File: src/rtl/keypad_scanner.sv
// 4x4 matrix keypad scanner: column strobing, debounce, key decode and a 4-digit BCD entry register.
// Optional macro KEYPAD_CLEAR_EN: an accepted '*' clears the BCD register.
module keypad_scanner #(
    parameter int SCAN_W   = 16,
    parameter int DB_TICKS = 4
) (
    input  logic        clk,
    input  logic        rst_n,
    input  logic [3:0]  row_i,
    output logic [3:0]  col_o,
    output logic        key_valid_o,
    output logic [3:0]  key_code_o,
    output logic [15:0] bcd_o
);

    typedef enum logic [1:0] {SCAN, DEBOUNCE, PRESSED, RELEASE_WAIT} state_t;

    localparam logic [3:0] DB_MAX = 4'(DB_TICKS);
`ifdef KEYPAD_CLEAR_EN
    localparam bit CLEAR_EN = 1'b1;
`else
    localparam bit CLEAR_EN = 1'b0;
`endif

    logic [SCAN_W-1:0] div_reg;
    logic              tick;
    logic [3:0]        row_meta_reg;
    logic [3:0]        rows_s_reg;
    state_t            state_reg, state_next;
    logic [1:0]        col_idx_reg, col_idx_next;
    logic [1:0]        row_idx_reg, row_idx_next;
    logic [3:0]        db_cnt_reg, db_cnt_next;
    logic              key_valid_reg, key_valid_next;
    logic [3:0]        key_code_reg, key_code_next;
    logic [15:0]       bcd_reg, bcd_next;
    logic [1:0]        low_row;
    logic [3:0]        new_code;
    logic [15:0]       bcd_upd;

    function automatic logic [3:0] key_map(input logic [1:0] r, input logic [1:0] c);
        case ({r, c})
            4'h0:    key_map = 4'h1;
            4'h1:    key_map = 4'h2;
            4'h2:    key_map = 4'h3;
            4'h3:    key_map = 4'hA;
            4'h4:    key_map = 4'h4;
            4'h5:    key_map = 4'h5;
            4'h6:    key_map = 4'h6;
            4'h7:    key_map = 4'hB;
            4'h8:    key_map = 4'h7;
            4'h9:    key_map = 4'h8;
            4'hA:    key_map = 4'h9;
            4'hB:    key_map = 4'hC;
            4'hC:    key_map = 4'hE;
            4'hD:    key_map = 4'h0;
            4'hE:    key_map = 4'hF;
            default: key_map = 4'hD;
        endcase
    endfunction

    assign tick = &div_reg;

    generate
        for (genvar gi = 0; gi < 4; gi++) begin : g_col
            assign col_o[gi] = (col_idx_reg != 2'(gi));
        end
    endgenerate

    assign key_valid_o = key_valid_reg;
    assign key_code_o  = key_code_reg;
    assign bcd_o       = bcd_reg;

    // Lowest-numbered low row wins when several rows are pulled low together.
    always_comb begin
        low_row = 2'd0;
        casez (rows_s_reg)
            4'b???0: low_row = 2'd0;
            4'b??01: low_row = 2'd1;
            4'b?011: low_row = 2'd2;
            4'b0111: low_row = 2'd3;
            default: low_row = 2'd0;
        endcase
    end

    always_comb begin
        new_code = key_map(row_idx_reg, col_idx_reg);
        bcd_upd  = bcd_reg;
        if (new_code <= 4'd9) begin
            bcd_upd = {bcd_reg[11:0], new_code};
        end
        if (CLEAR_EN && new_code == 4'hE) begin
            bcd_upd = 16'h0000;
        end
    end

    always_comb begin
        state_next     = state_reg;
        col_idx_next   = col_idx_reg;
        row_idx_next   = row_idx_reg;
        db_cnt_next    = db_cnt_reg;
        key_valid_next = 1'b0;
        key_code_next  = key_code_reg;
        bcd_next       = bcd_reg;
        case (state_reg)
            SCAN: begin
                if (tick) begin
                    if (rows_s_reg == 4'hF) begin
                        col_idx_next = col_idx_reg + 2'd1;
                    end else begin
                        row_idx_next = low_row;
                        db_cnt_next  = 4'd0;
                        state_next   = DEBOUNCE;
                    end
                end
            end
            DEBOUNCE: begin
                if (tick) begin
                    if (!rows_s_reg[row_idx_reg]) begin
                        // Outputs load on entry so they are valid alongside the pulse.
                        if (db_cnt_reg == DB_MAX) begin
                            state_next     = PRESSED;
                            key_valid_next = 1'b1;
                            key_code_next  = new_code;
                            bcd_next       = bcd_upd;
                        end else begin
                            db_cnt_next = db_cnt_reg + 4'd1;
                        end
                    end else begin
                        state_next   = SCAN;
                        col_idx_next = col_idx_reg + 2'd1;
                    end
                end
            end
            PRESSED: begin
                state_next  = RELEASE_WAIT;
                db_cnt_next = 4'd0;
            end
            RELEASE_WAIT: begin
                if (tick) begin
                    if (rows_s_reg == 4'hF) begin
                        if (db_cnt_reg + 4'd1 == DB_MAX) begin
                            state_next   = SCAN;
                            col_idx_next = col_idx_reg + 2'd1;
                        end else begin
                            db_cnt_next = db_cnt_reg + 4'd1;
                        end
                    end else begin
                        db_cnt_next = 4'd0;
                    end
                end
            end
            default: state_next = SCAN;
        endcase
    end

    always_ff @(posedge clk or negedge rst_n) begin
        if (!rst_n) begin
            div_reg       <= '0;
            row_meta_reg  <= 4'hF;
            rows_s_reg    <= 4'hF;
            state_reg     <= SCAN;
            col_idx_reg   <= 2'd0;
            row_idx_reg   <= 2'd0;
            db_cnt_reg    <= 4'd0;
            key_valid_reg <= 1'b0;
            key_code_reg  <= 4'd0;
            bcd_reg       <= 16'h0000;
        end else begin
            div_reg       <= div_reg + 1'b1;
            row_meta_reg  <= row_i;
            rows_s_reg    <= row_meta_reg;
            state_reg     <= state_next;
            col_idx_reg   <= col_idx_next;
            row_idx_reg   <= row_idx_next;
            db_cnt_reg    <= db_cnt_next;
            key_valid_reg <= key_valid_next;
            key_code_reg  <= key_code_next;
            bcd_reg       <= bcd_next;
        end
    end

endmodule

File: config.mk
export PLATFORM = sky130hd
export DESIGN_NAME = keypad_scanner
export DESIGN_NICKNAME = d
export VERILOG_FILES = /design/src/rtl/keypad_scanner.sv
export SDC_FILE = /design/constraint.sdc
export NUM_CORES = 1
export LEC_CHECK = 0
export BUFFER_PORTS_ARGS = -buffer_cell sky130_fd_sc_hd__buf_2
export CELL_PAD_IN_SITES_DETAIL_PLACEMENT = 1
export CELL_PAD_IN_SITES_GLOBAL_PLACEMENT = 1
export CORE_ASPECT_RATIO = 1.75
export CORE_UTILIZATION = 43
export CTS_BUF_LIST = sky130_fd_sc_hd__clkbuf_8
export DETAILED_ROUTE_END_ITERATION = 12
export PLACE_DENSITY_LB_ADDON = 0.1
export SKIP_CTS_REPAIR_TIMING = 1
export SLEW_MARGIN = 10
export SYNTH_ARGS = -nofsm -noshare
export SYNTH_HDL_FRONTEND = slang
export SYNTH_SLANG_ARGS = --single-unit
File: constraint.sdc
create_clock -name clk -period 2.4 [get_ports clk]
set_input_delay 0.48 -clock clk [delete_from_list [all_inputs] [get_ports clk]]
set_output_delay 0.48 -clock clk [all_outputs]
set_load 0.05 [all_outputs]
==> results of run 1 <==
where the power goes:
group	switching (uW)	total, uW	leakage (uW)	internal, uW
logic	23.3	34.0	0.000735	10.7
clock network	275	577	0.0000554	302
registers	4.83	943	0.000727	938
total	304	1550	0.00152	1250
kinds of logic after synthesis:
kind of cell,Yosys count,share of synthesized area
mux,22,0.112
simple gates,70,0.138
xor+xnor,15,0.0504
compound gates,29,0.0793
buf+inv,21,0.0403
fa+ha+maj,10,0.0480
flops,55,0.532
how the worst max path moves through the flow:
stage          cells past startpoint  slack, ns                       start                         end
3_3_place_gp                       7       0.10   db_cnt_reg[0]$_DFFE_PN0P_  col_idx_reg[1]$_DFFE_PN0P_
2_1_floorplan                      8      -0.01        div_reg[7]$_DFF_PN0_       bcd_o[10]$_DFFE_PN0P_
4_1_cts                            7       0.05   db_cnt_reg[0]$_DFFE_PN0P_  col_idx_reg[1]$_DFFE_PN0P_
3_5_place_dp                       7       0.08   db_cnt_reg[0]$_DFFE_PN0P_  col_idx_reg[1]$_DFFE_PN0P_
5_1_grt                            9     0.0007  col_idx_reg[0]$_DFFE_PN0P_       bcd_o[15]$_DFFE_PN0P_
6_report                           6        0.1        div_reg[5]$_DFF_PN0_        bcd_o[0]$_DFFE_PN0P_
per-layer routing:
metal  GRT usage  wire, um
met2       0.333      2950
met5           0         0
met4      0.0471        62
met1       0.196      2000
met3      0.0347       108
worst max-delay path: cells and delay by family, from the launching register on:
| kind | cells | cell delay, ns |
|---|---|---|
| compound gates | 1 | 0.14 |
| buf+inv | 1 | 0.17 |
| flops | 1 | 0.43 |
| mux | 1 | 0.34 |
| simple gates | 3 | 1.11 |
synthesized netlist by cell type, types with 2 or more instances:
library cell / n / area, um^2
dfstp_2: 8 / 210
a21oi_1: 4 / 20.0
nand3_1: 9 / 45.0
buf_2: 2 / 10.0
nand4_1: 6 / 37.5
ha_1: 10 / 125
nor4_1: 4 / 25.0
dfrtp_1: 47 / 1180
nand3b_1: 2 / 15.0
nor2_1: 16 / 60.1
mux2_2: 7 / 78.8
a22o_1: 2 / 17.5
xor2_1: 6 / 52.6
nor2b_1: 3 / 18.8
nor3_1: 2 / 10.0
mux2_4: 10 / 150
inv_1: 15 / 56.3
xnor2_1: 9 / 78.8
o21ai_0: 8 / 40.0
mux2i_1: 4 / 40.0
nand2_1: 20 / 75.1
layout make-up:
type / count / area, um^2 / area share
Clock buffer: 5 / 68.8 / 0.0222
Multi-Input combinational cell: 146 / 1130 / 0.364
Inverter: 15 / 56.3 / 0.0181
Clock inverter: 2 / 33.8 / 0.0109
Tap cell: 78 / 97.6 / 0.0314
Timing Repair Buffer: 51 / 333 / 0.107
Sequential cell: 55 / 1390 / 0.446
per-stage QoR:
stage / total power (uW) / setup WS (ns) / utilization
6_report: 1550 / 0.0975 / 0.528
5_1_grt: 1620 / 0.000691 / 0.528
4_1_cts: 1580 / 0.0497 / 0.525
3_5_place_dp: 997 / 0.0797 / 0.508
3_3_place_gp: 996 / 0.105 / 0.508
2_1_floorplan: 965 / -0.0102 / -
==> impl_metrics.csv, run 1 <==
group,metric,value,unit
synth,ys_seq_area_frac,0.532,
synth,ys.flop_type,"dfrtp_1",
layout,diodes,0,
clock_network,cts_sinks,55,
clock_network,insertion_delay,0.30,ns
routing,drc,0,
sta,fin_crit_sh,0.959,
routing,dr.pass1.iters,2,
synth,syn_nets,238,
clock_network,cts_buffers,5,
routing,drtAntennaViolNets,0,
floorplan,rows,37,
floorplan,dieArea,0.00639,mm^2
job,cap_viol_max_count,0,
synth,yosys_warnings,0,
layout,final_common_cell,"dfrtp_1",
clock_network,path_clk_slew,0.10,ns
layout,syn_to_final_growth,19.3,%
worst_setup_path,rr_endpoint,"bcd_o[0]$_DFFE_PN0P_",
power_and_ir_drop,p_leak,0.00152,uW
routing,drt_iter0_markers,60,
floorplan,die_h,105,um
placement,place_congestion,0.781,
status,status,"complete, no violations",
worst_setup_path,regToRegSetupSlack,0.1,ns
synth,synth_edf_count,0,
layout,layout.nets,290,
clock_network,tritoncts,"built",
sta,setup-tns-final,0,ns
worst_setup_path,arrival,2.49,ns
worst_setup_path,worstSetupPathType,"reg -> reg",
synth,synth_seq_cells,55,
sta,fmax,434,MHz
clock_network,ctsHtreeMaxLevel,2,
floorplan,initial_core_util,0.443,
sta,worst_slew_pin_slew,0.374,ns
global_routing,grt_max_degree,56,
global_routing,antenna_found_initial,0,
routing,vias,1821,
synth,avgSynthCellArea,11.7,um^2
global_routing,grt_usage,0.179,
global_routing,overflow,0,
synth,syn_area,0.00260,mm^2
worst_setup_path,crit_chain,"nand2_1 -> or4_1 -> or3_4 -> a21oi_4 -> buf_12 -> mux2_2",
power_and_ir_drop,peakVddDrop,0.353,mV
sta,finalMaxSlewViolations,0,
floorplan,die_w,60.8,um
floorplan,io_pins,31,
synth,synth_cells,222,
sta,fin_skew,0.0150,ns
clock_network,clockBufferDepth,2,
worst_setup_path,slowest_delay,0.59,ns
worst_setup_path,worstReg2RegStart,"div_reg[5]$_DFF_PN0_",
sta,layout_min_cycle_time,2.30,ns
worst_setup_path,critical_path.max_fanout,13,
worst_setup_path,end_kind,"register",
routing,via_per_inst,5.17,
worst_setup_path,worst_path_max_delay_cell,"or4_1",
routing,wirelength,5120,um
layout,final_area,0.00311,mm^2
placement,io_buffers,30,
sta,setup_viol,0,
sta,slew_headroom,0.748,
placement,dpl_cell_area,0.00298,mm^2
placement,dp.cells,343,
sta,hold_viol_final,0,
worst_setup_path,startpoint_type,"register",
clock_network,root_buffer,"clkbuf_8",
synth,async_reset_ff_frac,1.00,
layout,fillers,660,
worst_setup_path,worstPathRequired,2.59,ns
sta,holdWs,0.163,ns
worst_hold_path,hold_class,"in -> async",
floorplan,coreArea,0.00588,mm^2
global_routing,grt_pass1_wl,8710,um
placement,dpl.hpwl,3920,um
layout,fin_cells,352,
routing,wl_per_cell,14.6,um
synth,synth_cell_type_count,49,
global_routing,grt_pass1_vias,1938,
layout,final_cell_mix,"dfrtp_1, buf_2, nand2_1",
layout,drive_gt1_frac,0.336,
sta,grt_setup_unrepaired,"no",
worst_setup_path,worstRegToRegCells,6,
power_and_ir_drop,p_per_area,500,mW/mm^2
(Power assumes the default switching activity.)
==> run 2: changes to the inputs <==
--- a/config.mk
+++ b/config.mk
@@ -9,8 +9,8 @@
 export CELL_PAD_IN_SITES_DETAIL_PLACEMENT = 1
 export CELL_PAD_IN_SITES_GLOBAL_PLACEMENT = 1
 export CORE_ASPECT_RATIO = 1.75
-export CORE_UTILIZATION = 43
-export CTS_BUF_LIST = sky130_fd_sc_hd__clkbuf_8
+export CORE_UTILIZATION = 42
+export CTS_BUF_LIST = sky130_fd_sc_hd__clkbuf_16
 export DETAILED_ROUTE_END_ITERATION = 12
 export PLACE_DENSITY_LB_ADDON = 0.1
 export SKIP_CTS_REPAIR_TIMING = 1
==> impl_metrics.csv, run 2 (synthesized netlist as in run 1, its figures left out) <==
group,metric,value,unit
clock_network,clockBufferDepth,2,
sta,worst_slew_pin_slew,0.596,ns
placement,dp.cells,342,
sta,hold_viol_final,0,
clock_network,tritoncts,"built",
sta,layout_min_cycle_time,2.30,ns
routing,wirelength,5180,um
clock_network,root_buffer,"clkbuf_16",
worst_setup_path,arrival,2.48,ns
routing,drc,0,
power_and_ir_drop,peakVddDrop,0.548,mV
power_and_ir_drop,p_per_area,571,mW/mm^2
layout,final_common_cell,"dfrtp_1",
sta,finalMaxSlewViolations,0,
worst_setup_path,critPathTopFamily,"simple AND/OR/NAND/NOR gates",
sta,fin_crit_sh,0.959,
worst_setup_path,slowest_delay,0.58,ns
worst_setup_path,startpoint_type,"register",
layout,final_cell_mix,"dfrtp_1, buf_2, nand2_1",
worst_setup_path,critical_path.max_fanout,13,
global_routing,use_met2,0.327,
floorplan,die_h,106,um
floorplan,rows,37,
layout,fillers,684,
floorplan,io_pins,31,
worst_setup_path,worstPathRequired,2.57,ns
worst_setup_path,worst-path-buf-inv,1,
worst_setup_path,worst_path_max_delay_cell,"or4_1",
sta,fmax,434,MHz
worst_hold_path,hold_class,"in -> async",
sta,setup-tns-final,0,ns
status,status,"complete, no violations",
global_routing,grtUsageMet3,0.0292,
floorplan,die_w,61.5,um
placement,dpl.hpwl,3860,um
worst_setup_path,worstSetupPathType,"reg -> reg",
power_and_ir_drop,finalPower,1790,uW
placement,place_congestion,0.752,
global_routing,busiest_layer,"met2",
routing,vias,1785,
global_routing,grt_max_degree,25,
global_routing,grt_pass1_wl,8770,um
worst_setup_path,worstReg2RegStart,"div_reg[8]$_DFF_PN0_",
global_routing,use_met1,0.203,
layout,final_util,0.529,
clock_network,cts_buffers,5,
layout,fin_cells,350,
sta,setup_viol,0,
global_routing,grt_usage,0.182,
floorplan,initial_core_util,0.440,
floorplan,coreArea,0.00593,mm^2
clock_network,cts_sinks,55,
job,cap_viol_max_count,0,
global_routing,antenna_found_initial,0,
routing,drt_iter0_markers,66,
layout,layout.nets,287,
sta,slew_headroom,0.599,
worst_setup_path,cp-startpoint,"div_reg[8]$_DFF_PN0_",
placement,io_buffers,30,
routing,wl_per_cell,14.8,um
sta,fin_skew,0.0108,ns
power_and_ir_drop,p_leak,0.00152,uW
clock_network,path_clk_slew,0.07,ns
routing,drtAntennaViolNets,0,
routing,via_per_inst,5.10,
routing,dr.pass1.iters,2,
global_routing,grt_pass1_vias,1883,
layout,drive_gt1_frac,0.331,
layout,diodes,0,
sta,grt_setup_unrepaired,"no",
clock_network,ctsHtreeMaxLevel,2,
worst_setup_path,crit_chain,"nand4_2 -> or4_1 -> or3_4 -> a21oi_4 -> buf_12 -> mux2_2",
worst_setup_path,end_kind,"register",
layout,syn_to_final_growth,20.4,%
sta,holdWs,0.167,ns
floorplan,dieArea,0.00653,mm^2
clock_network,insertion_delay,0.30,ns
global_routing,overflow,0,
[run 2: area by class of cell]
cell class / instances / area [um^2] / area share
clock inverter: 3 / 42.5 / 0.0136
clock buffer: 5 / 125 / 0.0399
sequential: 55 / 1390 / 0.442
tap: 78 / 97.6 / 0.0311
multi-input combinational: 146 / 1130 / 0.361
inverter: 15 / 56.3 / 0.0179
timing repair buffer: 48 / 298 / 0.0949
[run 2: path summary, 6_finish.rpt]
check | end | slack [ns] | cells past startpoint
min in group clk | row_meta_reg[2]$_DFF_PN1_ | 0.28 | 1
worst max-delay path | bcd_o[15]$_DFFE_PN0P_ | 0.1 | 6
worst min-delay path | bcd_o[6]$_DFFE_PN0P_ | 0.17 | 1
worst min register to register | rows_s_reg[0]$_DFF_PN1_ | 0.36 | 0
max in group asynchronous | div_reg[6]$_DFF_PN0_ | 1.55 | 2
worst max register to register | bcd_o[15]$_DFFE_PN0P_ | 0.1 | 6
[run 2: worst register-to-register path: stages (launching register included)]
cell and delay, ns:
dfrtp_1 0.42, nand4_2 0.13, or4_1 0.58, or3_4 0.41, a21oi_4 0.14, buf_12 0.17, mux2_2 0.33
[run 2: metal layers]
metal | vias to the layer above | share of wire
met4 | 0 | 0.018
li1 | 865 | -
met1 | 885 | 0.39
met3 | 6 | 0.022
met5 | - | 0
met2 | 29 | 0.57
[run 2: power breakdown]
part	switching [uW]	total (uW)	internal (uW)
clock	323	815	492
combinational	23.7	33.0	9.30
sequential	5.01	944	939
total	351	1790	1440
[run 2: stage by stage]
stage | area [um^2] | setup WS [ns]
6_report | 3140 | 0.0980
2_1_floorplan | 2620 | -0.0102
3_5_place_dp | 2960 | 0.0904
4_1_cts | 3130 | 0.0761
3_3_place_gp | 2960 | 0.0983
5_1_grt | 3140 | 0.00624
==> run 3: changes to the inputs <==
--- a/config.mk
+++ b/config.mk
@@ -13,6 +13,7 @@
 export CTS_BUF_LIST = sky130_fd_sc_hd__clkbuf_16
 export DETAILED_ROUTE_END_ITERATION = 12
 export PLACE_DENSITY_LB_ADDON = 0.1
+export RECOVER_POWER = 100
 export SKIP_CTS_REPAIR_TIMING = 1
 export SLEW_MARGIN = 10
 export SYNTH_ARGS = -nofsm -noshare
==> impl_metrics.csv, run 3 (synthesized netlist as in run 1, its figures left out) <==
group,metric,value,unit
clock_network,clockBufferDepth,2,
layout,diodes,0,
routing,wl_per_cell,14.8,um
power_and_ir_drop,p_per_area,586,mW/mm^2
routing,drtAntennaViolNets,0,
clock_network,insertion_delay,0.29,ns
global_routing,use_met1,0.203,
clock_network,ctsHtreeMaxLevel,2,
layout,final_area,0.00305,mm^2
clock_network,tritoncts,"built",
global_routing,grt_max_degree,25,
status,status,"complete, no violations",
routing,via_per_inst,5.13,
routing,drc,0,
global_routing,use_met2,0.327,
placement,place_congestion,0.752,
sta,fin_crit_sh,0.958,
worst_setup_path,worstSetupPathType,"reg -> reg",
global_routing,antenna_found_initial,0,
placement,io_buffers,30,
layout,drive_gt1_frac,0.184,
placement,dpl_cell_area,0.00296,mm^2
clock_network,root_buffer,"clkbuf_16",
clock_network,cts_sinks,55,
global_routing,grt_pass1_vias,1883,
layout,final_common_cell,"dfrtp_1",
routing,vias,1796,
floorplan,coreArea,0.00593,mm^2
layout,fin_cells,350,
sta,grt_setup_unrepaired,"no",
power_and_ir_drop,p_leak,0.00141,uW
worst_setup_path,critPathTopFamily,"simple AND/OR/NAND/NOR gates",
clock_network,cts_buffers,5,
worst_setup_path,arrival,2.47,ns
global_routing,grt_usage,0.182,
sta,fmax,435,MHz
floorplan,rows,37,
floorplan,die_h,106,um
floorplan,initial_core_util,0.440,
worst_setup_path,slowest_delay,0.58,ns
worst_hold_path,hold_class,"in -> reg",
worst_setup_path,critical_path.max_fanout,13,
worst_setup_path,crit_chain,"nand4_2 -> or4_1 -> or3_4 -> a21oi_4 -> buf_12 -> mux2_1",
sta,fin_skew,0.00940,ns
global_routing,overflow,0,
floorplan,dieArea,0.00653,mm^2
layout,layout.nets,287,
floorplan,io_pins,31,
layout,final_cell_mix,"dfrtp_1, clkbuf_1, nand2_1",
power_and_ir_drop,peakVddDrop,0.548,mV
job,cap_viol_max_count,0,
clock_network,path_clk_slew,0.07,ns
floorplan,die_w,61.5,um
routing,wirelength,5180,um
sta,finalMaxSlewViolations,0,
sta,hold_viol_final,0,
global_routing,grtUsageMet3,0.0292,
worst_setup_path,worst-path-buf-inv,1,
layout,syn_to_final_growth,17.2,%
placement,dp.cells,342,
worst_setup_path,worstPathRequired,2.57,ns
worst_setup_path,worst_path_max_delay_cell,"or4_1",
worst_setup_path,end_kind,"register",
global_routing,busiest_layer,"met2",
placement,dpl.hpwl,3860,um
sta,slew_headroom,0.116,
routing,dr.pass1.iters,4,
sta,layout_min_cycle_time,2.30,ns
worst_setup_path,startpoint_type,"register",
sta,worst_slew_pin_slew,1.33,ns
sta,holdWs,0.278,ns
global_routing,grt_pass1_wl,8770,um
sta,setup_viol,0,
routing,drt_iter0_markers,72,
-- run 3: changes by cell type in the layout (fill, tap and decap cells not counted) --
cell,before,now
mux2_1,0,9
mux2_4,10,2
clkbuf_1,0,31
clkbuf_2,0,1
mux2_2,7,6
buf_4,17,11
buf_2,30,4
-- run 3: area by class of cell --
| cell class | count | area [um^2] |
|---|---|---|
| repair buffers | 48 | 244 |
| fillers | 699 | 2870 |
| clock buffers | 5 | 125 |
| flip-flops and latches | 55 | 1390 |
| well taps | 78 | 97.6 |
| inverters | 15 | 56.3 |
| clock inverters | 3 | 42.5 |
| multi-input cells | 146 | 1100 |
-- run 3: layer usage --
layer	share of wire	vias to the layer above
met5	0	-
met4	0.018	0
met1	0.39	894
met3	0.023	6
met2	0.57	29
li1	-	867
-- run 3: final timing paths --
check                                          start                   endpoint  slack, ns  cells past startpoint
max                             div_reg[8]$_DFF_PN0_      bcd_o[14]$_DFFE_PN0P_       0.10                      6
min                                         row_i[2]  row_meta_reg[2]$_DFF_PN1_       0.28                      1
max reg2reg                     div_reg[8]$_DFF_PN0_      bcd_o[14]$_DFFE_PN0P_       0.10                      6
min reg2reg                row_meta_reg[0]$_DFF_PN1_    rows_s_reg[0]$_DFF_PN1_       0.36                      0
max in group asynchronous                      rst_n      div_reg[12]$_DFF_PN0_       0.74                      2
min in group asynchronous                      rst_n       bcd_o[6]$_DFFE_PN0P_       0.47                      1
-- run 3: power by group --
| group | internal [uW] | switching [uW] |
|---|---|---|
| registers | 939 | 5.01 |
| logic | 7.83 | 23.8 |
| clock network | 492 | 322 |
-- run 3: metrics by stage --
stage	utilization	power [uW]	setup slack (ns)	TNS, ns
after floorplan	-	965	-0.0102	-0.102
after global routing	0.515	1850	0.0183	0
after CTS	0.529	1820	0.0761	0
after global placement	0.500	994	0.0983	0
after detailed placement	0.500	995	0.0904	0
final	0.515	1790	0.101	0
-- run 3: worst register-to-register path: stages, from the launching register on --
cell and delay (ns):
dfrtp_1 0.42, nand4_2 0.13, or4_1 0.58, or3_4 0.41
a21oi_4 0.14, buf_12 0.15, mux2_1 0.35
